### src/rtl/instr_encoder.sv
// MIPS-style instruction encoder with a 2-entry output FIFO and per-word byte addresses.
// Optional macro INSTR_ENCODER_ERRCNT_EN enables the saturating illegal-mnemonic counter.
module instr_encoder #(
    parameter logic [31:0] BASE_ADDR = 32'h0000_0000
) (
    input  logic        clk,
    input  logic        reset,
    input  logic        in_valid,
    output logic        in_ready,
    input  logic [3:0]  mnem,
    input  logic [4:0]  rs,
    input  logic [4:0]  rt,
    input  logic [4:0]  rd,
    input  logic [15:0] imm,
    input  logic [25:0] target,
    output logic        out_valid,
    input  logic        out_ready,
    output logic [31:0] instr,
    output logic [31:0] addr,
    output logic        err,
    output logic [7:0]  err_count
);

    localparam logic [3:0] MnLw    = 4'd0;
    localparam logic [3:0] MnSw    = 4'd1;
    localparam logic [3:0] MnJ     = 4'd2;
    localparam logic [3:0] MnJal   = 4'd3;
    localparam logic [3:0] MnBeq   = 4'd4;
    localparam logic [3:0] MnBne   = 4'd5;
    localparam logic [3:0] MnXori  = 4'd6;
    localparam logic [3:0] MnAddi  = 4'd7;
    localparam logic [3:0] MnAddiu = 4'd8;
    localparam logic [3:0] MnJr    = 4'd9;
    localparam logic [3:0] MnAdd   = 4'd10;
    localparam logic [3:0] MnSub   = 4'd11;
    localparam logic [3:0] MnSlt   = 4'd12;

    logic        legal;
    logic [31:0] word;

    always_comb begin
        legal = 1'b1;
        word  = '0;
        case (mnem)
            MnLw:    word = {6'b100011, rs, rt, imm};
            MnSw:    word = {6'b101011, rs, rt, imm};
            MnBeq:   word = {6'b000100, rs, rt, imm};
            MnBne:   word = {6'b000101, rs, rt, imm};
            MnXori:  word = {6'b001110, rs, rt, imm};
            MnAddi:  word = {6'b001000, rs, rt, imm};
            MnAddiu: word = {6'b001001, rs, rt, imm};
            MnJ:     word = {6'b000010, target};
            MnJal:   word = {6'b000011, target};
            MnJr:    word = {6'b000000, rs, 5'd0, 5'd0, 5'd0, 6'b001000};
            MnAdd:   word = {6'b000000, rs, rt, rd, 5'd0, 6'b100000};
            MnSub:   word = {6'b000000, rs, rt, rd, 5'd0, 6'b100010};
            MnSlt:   word = {6'b000000, rs, rt, rd, 5'd0, 6'b101010};
            default: legal = 1'b0;
        endcase
    end

    logic [31:0] mem_instr_q [2];
    logic [31:0] mem_instr_d [2];
    logic [31:0] mem_addr_q  [2];
    logic [31:0] mem_addr_d  [2];
    logic        wr_ptr_q, wr_ptr_d;
    logic        rd_ptr_q, rd_ptr_d;
    logic [1:0]  cnt_q, cnt_d;
    logic [31:0] next_addr_q, next_addr_d;
    logic        err_q, err_d;
    logic        accept, push, pop;

    // Full is judged from registered occupancy so a same-cycle pop never re-opens the input.
    assign in_ready  = (cnt_q != 2'd2);
    assign out_valid = (cnt_q != 2'd0);
    assign accept    = in_valid & in_ready;
    assign push      = accept & legal;
    assign pop       = out_valid & out_ready;
    assign instr     = mem_instr_q[rd_ptr_q];
    assign addr      = mem_addr_q[rd_ptr_q];
    assign err       = err_q;

    always_comb begin
        mem_instr_d = mem_instr_q;
        mem_addr_d  = mem_addr_q;
        wr_ptr_d    = wr_ptr_q;
        rd_ptr_d    = rd_ptr_q;
        next_addr_d = next_addr_q;
        if (push) begin
            mem_instr_d[wr_ptr_q] = word;
            mem_addr_d[wr_ptr_q]  = next_addr_q;
            wr_ptr_d              = ~wr_ptr_q;
            next_addr_d           = next_addr_q + 32'd4;
        end
        if (pop) begin
            rd_ptr_d = ~rd_ptr_q;
        end
        case ({push, pop})
            2'b10:   cnt_d = cnt_q + 2'd1;
            2'b01:   cnt_d = cnt_q - 2'd1;
            default: cnt_d = cnt_q;
        endcase
        err_d = accept & ~legal;
    end

    always_ff @(posedge clk) begin
        if (reset) begin
            mem_instr_q <= '{default: '0};
            mem_addr_q  <= '{default: '0};
            wr_ptr_q    <= 1'b0;
            rd_ptr_q    <= 1'b0;
            cnt_q       <= 2'd0;
            next_addr_q <= BASE_ADDR;
            err_q       <= 1'b0;
        end else begin
            mem_instr_q <= mem_instr_d;
            mem_addr_q  <= mem_addr_d;
            wr_ptr_q    <= wr_ptr_d;
            rd_ptr_q    <= rd_ptr_d;
            cnt_q       <= cnt_d;
            next_addr_q <= next_addr_d;
            err_q       <= err_d;
        end
    end

`ifdef INSTR_ENCODER_ERRCNT_EN
    logic [7:0] err_count_q, err_count_d;

    always_comb begin
        err_count_d = err_count_q;
        if (err_d && (err_count_q != 8'hFF)) begin
            err_count_d = err_count_q + 8'd1;
        end
    end

    always_ff @(posedge clk) begin
        if (reset) begin
            err_count_q <= 8'h00;
        end else begin
            err_count_q <= err_count_d;
        end
    end

    assign err_count = err_count_q;
`else
    assign err_count = 8'h00;
`endif

endmodule

### config.mk
export PLATFORM = sky130hd
export DESIGN_NAME = instr_encoder
export DESIGN_NICKNAME = d
export VERILOG_FILES = /design/src/rtl/instr_encoder.sv
export SDC_FILE = /design/constraint.sdc
export NUM_CORES = 1
export LEC_CHECK = 0
export CAP_MARGIN = 20
export CORE_ASPECT_RATIO = 2
export CORE_MARGIN = 10
export CORE_UTILIZATION = 51
export CTS_CLUSTER_SIZE = 28
export DETAILED_ROUTE_END_ITERATION = 12
export PLACE_DENSITY = 0.88
export SYNTH_ARGS = -nofsm -noshare
export SYNTH_HDL_FRONTEND = slang
export SYNTH_SLANG_ARGS = --single-unit
### constraint.sdc
create_clock -name clk -period 2.6 [get_ports clk]
set_input_delay 0.39 -clock clk [delete_from_list [all_inputs] [get_ports clk]]
set_output_delay 0.39 -clock clk [all_outputs]
set_load 0.05 [all_outputs]
==> flow_metrics.py, run 1 <==
metrics = {
    "outcome": {
        "run_status": "completed",
    },
    "setup_path": {
        "crit_arrival_ps": 2070,
        "critical_path.endpoint_type": "output pin",
        "timing.setup.critical_path_class": "reg2out",
        "critical_path_peak_fanout": 10,
        "required_ps": 2210,
        "start_kind": "flop",
    },
    "floorplanning": {
        "start_util_pct": 52.5,
        "num_io_pins": 140,
        "floorplan.die.height_um": 184,
        "dieArea_mm2": 0.0188,
        "core.rowCount": 59,
        "core_area_mm2": 0.0131,
        "chipWidth_um": 102,
    },
    "routing": {
        "vias_per_cell": 5.80,
        "detail-route-antenna-nets": 0,
        "detailedRoute.firstIterationViolations": 408,
        "via_count": 5953,
        "drc": 0,
        "totalWireLength_mm": 19.2,
        "detail_route.first_pass.iterations": 5,
        "detail_route.wl_per_cell_um": 18.7,
    },
    "place": {
        "finalWeightedCongestion": 0.861,
        "place.detailed.hpwl_mm": 13.3,
        "count_of_buffers_from_port_buffering": 128,
        "dp.cells": 995,
    },
    "synth": {
        "yosys_warnings": 0,
        "ys.flop_type": "dfxtp_1",
        "synthArstFlopShare_pct": 0,
        "synth_edf_count": 0,
        "syn_avg_cell_area_um2": 9.18,
        "netlist_area_mm2": 0.00686,
        "synth-seq-cells": 157,
        "synth_seq_area_share_pct": 45.8,
        "yosysUniqueCellTypes": 56,
        "synthCells": 747,
    },
    "timing": {
        "timing_hold_violations_final": 0,
        "slew_headroom_pct": 54.0,
        "slew_viol_final": 0,
        "rsz0062_at_grt": "no",
        "period_share_pct": 94.4,
        "period_needed_ps": 2460,
        "setup_total_negative_slack_ps": 0,
        "final-setup-viol-count": 0,
        "max_freq_mhz": 407,
        "finClkSkew_ps": 5.62,
        "tightestPinTransition_ps": 682,
    },
    "cts": {
        "clock-root-buffer": "clkbuf_16",
        "cts-buffers-inserted": 17,
        "postCtsSetupRepairBufs": 0,
        "path_clk_slew_ps": 60,
        "clkLatencyLatePin_ps": 420,
        "cts_max_path_buffers": 2,
        "hold_bufs_at_cts": 0,
        "tritoncts_num_sinks": 157,
        "tritoncts": "built",
        "htreeDepth": 4,
    },
    "power_and_ir_drop": {
        "netSwitchingPower_mw": 2.25,
        "power.switching_fraction_pct": 31.4,
        "p_int_mw": 4.92,
        "peakVddDrop_uv": 540,
        "power.density_mw_per_mm2": 814,
        "cellLeakagePower_nw": 3.48,
        "pwr-share-clk_pct": 37.8,
        "finalPower_mw": 7.17,
        "power_frac_comb_pct": 25.2,
        "seq_power_share_pct": 37.0,
    },
    "grt": {
        "grt_antenna_before_repair": 1,
        "wire_length_of_the_first_global_routing_pass_mm": 30.4,
        "gr-usage-all-layers_pct": 20.3,
        "largest_net_degree_at_the_start_of_global_routing": 62,
        "via_count_of_the_first_global_routing_pass": 6021,
        "grt_remaining_overflow": 0,
    },
    "finish": {
        "layout.cells.most_common": "dfxtp_1",
        "instances_no_fill": 1027,
        "most-common-layout-cells": "156 x dfxtp_1, 110 x nand2_1, 69 x clkdlybuf4s50_1",
        "nNetsFinal": 929,
        "area_delta_synth_final_pct": 28.4,
        "final_layout_size_suffix_gt1_share_pct": 20.1,
    },
    "run": {
        "cap_viol_max_count": 0,
    },
    "hold_path": {
        "hold_class": "in2reg",
    },
}
-- through the flow --
step | util [%] | hold WS (ps) | instance area [um2] | worst slack [ps]
finish | 67.4 | 428 | 8800 | 144
global route | 67.4 | 434 | 8800 | 113
CTS | 67.3 | 419 | 8790 | 3.38
detailed placement | 62.6 | 437 | 8180 | 198
global placement | 62.6 | 428 | 8180 | 246
floorplan | - | 420 | 6890 | 308
-- logic make-up (layout without fill, tap and decap cells) --
| logic type | count (synthesis) | after routing | synth area share, % |
|---|---|---|---|
| mux | 61 | 61 | 10.0 |
| compound gates | 167 | 167 | 16.8 |
| simple gates | 251 | 251 | 17.0 |
| other cells | 1 | 12 | 0.0547 |
| flops | 157 | 157 | 45.8 |
| buf+inv | 78 | 195 | 6.06 |
| xor+xnor | 30 | 30 | 3.83 |
| fa+ha+maj | 2 | 2 | 0.365 |
-- sequential cells by signal (all words and copies together) (netlist names) --
signal / count
mem_addr_q: 60
err: 1
mem_instr_q: 62
rd_ptr_q: 1
next_addr_q: 30
wr_ptr_q: 1
cnt_q: 2
-- path summary, 6_finish.rpt --
kind,from,endpoint,slack [ps],cells after the start
hold reg to reg,mem_instr_q[1]$_SDFFE_PP0P_,mem_instr_q[1]$_SDFFE_PP0P_,440,2
setup / recovery,rd_ptr_q$_SDFFE_PP0P_,instr[31],140,2
hold / removal,reset,next_addr_q[27]$_SDFFE_PP0N_,430,2
setup reg to reg,next_addr_q[25]$_SDFFE_PP0N_,next_addr_q[31]$_SDFFE_PP0N_,580,5
-- per-layer routing --
metal,vias up,global-route usage (%),routed length (um)
li1,2848,-,-
met1,2880,20.5,6940
met2,189,37.3,10600
met3,36,4.44,1090
met4,0,10.5,587
met5,-,0,0
-- final cells by class --
| type | instances | area (um2) |
|---|---|---|
| Tap cell | 152 | 190 |
| Fill cell | 990 | 4260 |
| Multi-Input combinational cell | 522 | 3350 |
| Timing Repair Buffer | 156 | 1440 |
| Inverter | 8 | 35.0 |
| Antenna cell | 1 | 2.50 |
| Sequential cell | 157 | 3140 |
| Clock buffer | 18 | 429 |
| Clock inverter | 13 | 214 |
-- power groups by stage --
stage                     combinational, mW  sequential [mW]  clock (mW)
final                                  1.81             2.65        2.71
after detailed placement               1.82             2.70           0
after CTS                              1.81             2.65        2.74
after global routing                   1.91             2.66        2.84
after global placement                 1.80             2.69           0
after floorplan                        1.31             2.65           0
-- timing repair --
action                                  CTS  global route
gates cloned                              0             0
endpoints found under the setup margin   21             3
resized for setup                        21             3
-- critical path, stage by stage, from the launching register on --
cell             delay [ps]
dfxtp_2                 510
mux2_2                  420
clkdlybuf4s50_1         710
-- synth_stat cells, types with 2 or more instances --
| master | count | area [um2] |
|---|---|---|
| a211oi_1 | 23 | 173 |
| a211oi_2 | 2 | 25.0 |
| a21oi_1 | 39 | 195 |
| a21oi_2 | 2 | 17.5 |
| a222oi_1 | 5 | 50.1 |
| a22o_1 | 29 | 254 |
| a22oi_1 | 20 | 150 |
| and2_1 | 2 | 12.5 |
| and3_1 | 4 | 25.0 |
| and4_1 | 5 | 43.8 |
| buf_1 | 3 | 11.3 |
| buf_2 | 14 | 70.1 |
| buf_4 | 14 | 105 |
| buf_6 | 4 | 45.0 |
| clkbuf_1 | 33 | 124 |
| dfxtp_1 | 157 | 3140 |
| ha_1 | 2 | 25.0 |
| inv_1 | 7 | 26.3 |
| mux2_2 | 61 | 687 |
| nand2_1 | 110 | 413 |
| nand2b_1 | 3 | 18.8 |
| nand3_1 | 10 | 50.1 |
| nand4_1 | 5 | 31.3 |
| nand4_2 | 2 | 25.0 |
| nand4b_1 | 3 | 26.3 |
| nor2_1 | 68 | 255 |
| nor3_1 | 15 | 75.1 |
| nor4_1 | 9 | 56.3 |
| o21ai_0 | 35 | 175 |
| o22ai_1 | 2 | 12.5 |
| or2_2 | 5 | 31.3 |
| or3_1 | 2 | 12.5 |
| xnor2_1 | 26 | 228 |
| xor2_1 | 4 | 35.0 |
Note: power is estimated with default switching activity, not from simulation.
==> inputs of run 2 (changes only) <==
--- a/config.mk
+++ b/config.mk
@@ -12,6 +12,7 @@
 export CTS_CLUSTER_SIZE = 28
 export DETAILED_ROUTE_END_ITERATION = 12
 export PLACE_DENSITY = 0.88
+export RECOVER_POWER = 25
 export SYNTH_ARGS = -nofsm -noshare
 export SYNTH_HDL_FRONTEND = slang
 export SYNTH_SLANG_ARGS = --single-unit
==> run 2 against run 1 <==
First-iteration DRC count fell by 14%. Flip-flop and latch count is the same. Critical path depth is the same. Die area did not move. Core utilization decreased by 0.60 points. Combinational power hardly changed. Maximum frequency shrank 0.36%. Largest cell class unchanged. Final area is 0.90% lower. Highest routed layer unchanged. Worst setup slack got worse by 8.8 ps. Largest power group unchanged. Global-route usage unchanged. Count of clock-buffer cells in the layout is the same. Hold slack worse by 5.3 ps. Critical endpoint is now addr[31].
==> flow_metrics.py, run 2 (synthesis gave the netlist of run 1 again) <==
metrics = {
    "floorplanning": {
        "start_util_pct": 52.5,
        "core_area_mm2": 0.0131,
        "core.rowCount": 59,
        "chipWidth_um": 102,
        "num_io_pins": 140,
        "dieArea_mm2": 0.0188,
        "floorplan.die.height_um": 184,
    },
    "setup_path": {
        "slowest_delay_ps": 720,
        "crit_arrival_ps": 2070,
        "cpMaxStageDelayCell": "clkdlybuf4s50_1",
        "path_cells": "mux2_2, clkdlybuf4s50_1",
        "start_kind": "flop",
        "critical_path_peak_fanout": 10,
        "required_ps": 2210,
        "critical_path.endpoint_type": "output pin",
        "timing.setup.critical_path_class": "reg2out",
        "worst-r2r-cell-count": 6,
    },
    "power_and_ir_drop": {
        "power.switching_fraction_pct": 31.4,
        "finalPower_mw": 7.14,
        "cellLeakagePower_nw": 3.44,
        "power.density_mw_per_mm2": 818,
        "p_int_mw": 4.90,
        "peakVddDrop_uv": 530,
        "seq_power_share_pct": 37.1,
        "power_frac_comb_pct": 24.9,
        "pwr-share-clk_pct": 38.0,
        "netSwitchingPower_mw": 2.24,
    },
    "finish": {
        "layout.cells.most_common": "dfxtp_1",
        "most-common-layout-cells": "156 x dfxtp_1, 110 x nand2_1, 68 x clkdlybuf4s50_1",
        "largest_registers": "mem_instr_q: 62 flops, mem_addr_q: 60 flops, next_addr_q: 30 flops",
        "area_delta_synth_final_pct": 27.2,
        "nNetsFinal": 929,
        "instances_no_fill": 1027,
        "final_layout_size_suffix_gt1_share_pct": 18.8,
        "largest-register": "mem_instr_q",
        "largest_register_ffs": 62,
    },
    "routing": {
        "detail_route.wl_per_cell_um": 18.8,
        "detail-route-antenna-nets": 0,
        "totalWireLength_mm": 19.3,
        "detailedRoute.firstIterationViolations": 350,
        "detail_route.first_pass.iterations": 6,
        "via_count": 5974,
        "drc": 0,
        "vias_per_cell": 5.82,
    },
    "cts": {
        "htreeDepth": 4,
        "cts_max_path_buffers": 2,
        "clkLatencyLatePin_ps": 410,
        "clock-root-buffer": "clkbuf_16",
        "path_clk_slew_ps": 60,
        "tritoncts": "built",
        "tritoncts_num_sinks": 157,
        "cts-buffers-inserted": 17,
    },
    "hold_path": {
        "hold_class": "in2reg",
        "min_delay_path_depth": 2,
    },
    "grt": {
        "via_count_of_the_first_global_routing_pass": 6021,
        "largest_net_degree_at_the_start_of_global_routing": 62,
        "grt_antenna_before_repair": 1,
        "wire_length_of_the_first_global_routing_pass_mm": 30.4,
        "gr-usage-all-layers_pct": 20.3,
        "grt_remaining_overflow": 0,
    },
    "timing": {
        "slew_viol_final": 0,
        "rsz0062_at_grt": "no",
        "finClkSkew_ps": 5.99,
        "max_freq_mhz": 406,
        "timing_hold_violations_final": 0,
        "slew_headroom_pct": 48.3,
        "period_share_pct": 94.8,
        "tightestPinTransition_ps": 775,
        "period_needed_ps": 2460,
        "final-setup-viol-count": 0,
        "setup_total_negative_slack_ps": 0,
    },
    "place": {
        "finalWeightedCongestion": 0.861,
        "place.detailed.hpwl_mm": 13.3,
        "count_of_buffers_from_port_buffering": 128,
        "dp.cells": 995,
    },
    "outcome": {
        "run_status": "completed",
    },
    "run": {
        "cap_viol_max_count": 0,
    },
}
==> run 2: timing repair <==
item,4_1_cts,5_1_grt
resized for setup,21,3
setup endpoints to repair,21,3
hold buffers,0,0
buffers inserted,0,0
==> run 2: power by group through the flow <==
stage / combinational [mW] / sequential (mW) / clock, mW
after floorplan: 1.31 / 2.65 / 0
after global placement: 1.80 / 2.69 / 0
after detailed placement: 1.82 / 2.70 / 0
after CTS: 1.81 / 2.65 / 2.74
after global routing: 1.89 / 2.66 / 2.84
final: 1.78 / 2.65 / 2.71
==> run 2: worst max-delay path: cells and delay by family (launching register included) <==
family | cells | cell delay, ps
buf+inv | 1 | 720
flops | 1 | 510
mux | 1 | 430
==> run 2: final cells by class <==
cell class / instances / area (um2)
diodes: 1 / 2.50
clock buffers: 18 / 429
clock inverters: 13 / 214
fillers: 1010 / 4340
inverters: 8 / 35.0
multi-input cells: 522 / 3300
flip-flops and latches: 157 / 3140
well taps: 152 / 190
repair buffers: 156 / 1410
==> run 2: worst paths after layout <==
check	start	endpoint	slack, ps
setup reg to reg	cnt_q[0]$_SDFFE_PP0P_	mem_addr_q[7]$_SDFFE_PP0P_	330
hold reg to reg	mem_instr_q[1]$_SDFFE_PP0P_	mem_instr_q[1]$_SDFFE_PP0P_	440
setup / recovery	rd_ptr_q$_SDFFE_PP0P_	addr[31]	140
hold / removal	reset	next_addr_q[27]$_SDFFE_PP0N_	420
==> run 2: metal layers <==
| metal | GRT usage (%) | vias to the layer above | routed length (um) |
|---|---|---|---|
| met3 | 4.44 | 46 | 1180 |
| met2 | 37.3 | 216 | 10500 |
| met5 | 0 | - | 0 |
| li1 | - | 2841 | - |
| met4 | 10.5 | 0 | 675 |
| met1 | 20.5 | 2871 | 6910 |
==> run 2: stage by stage <==
stage / hold slack, ps / setup slack, ps / utilization (%) / cell area, um2
3_5_place_dp: 437 / 198 / 62.6 / 8180
6_report: 423 / 136 / 66.8 / 8720
4_1_cts: 419 / 3.38 / 67.3 / 8790
3_3_place_gp: 428 / 246 / 62.6 / 8180
2_1_floorplan: 420 / 308 / - / 6890
5_1_grt: 427 / 93.8 / 66.8 / 8720
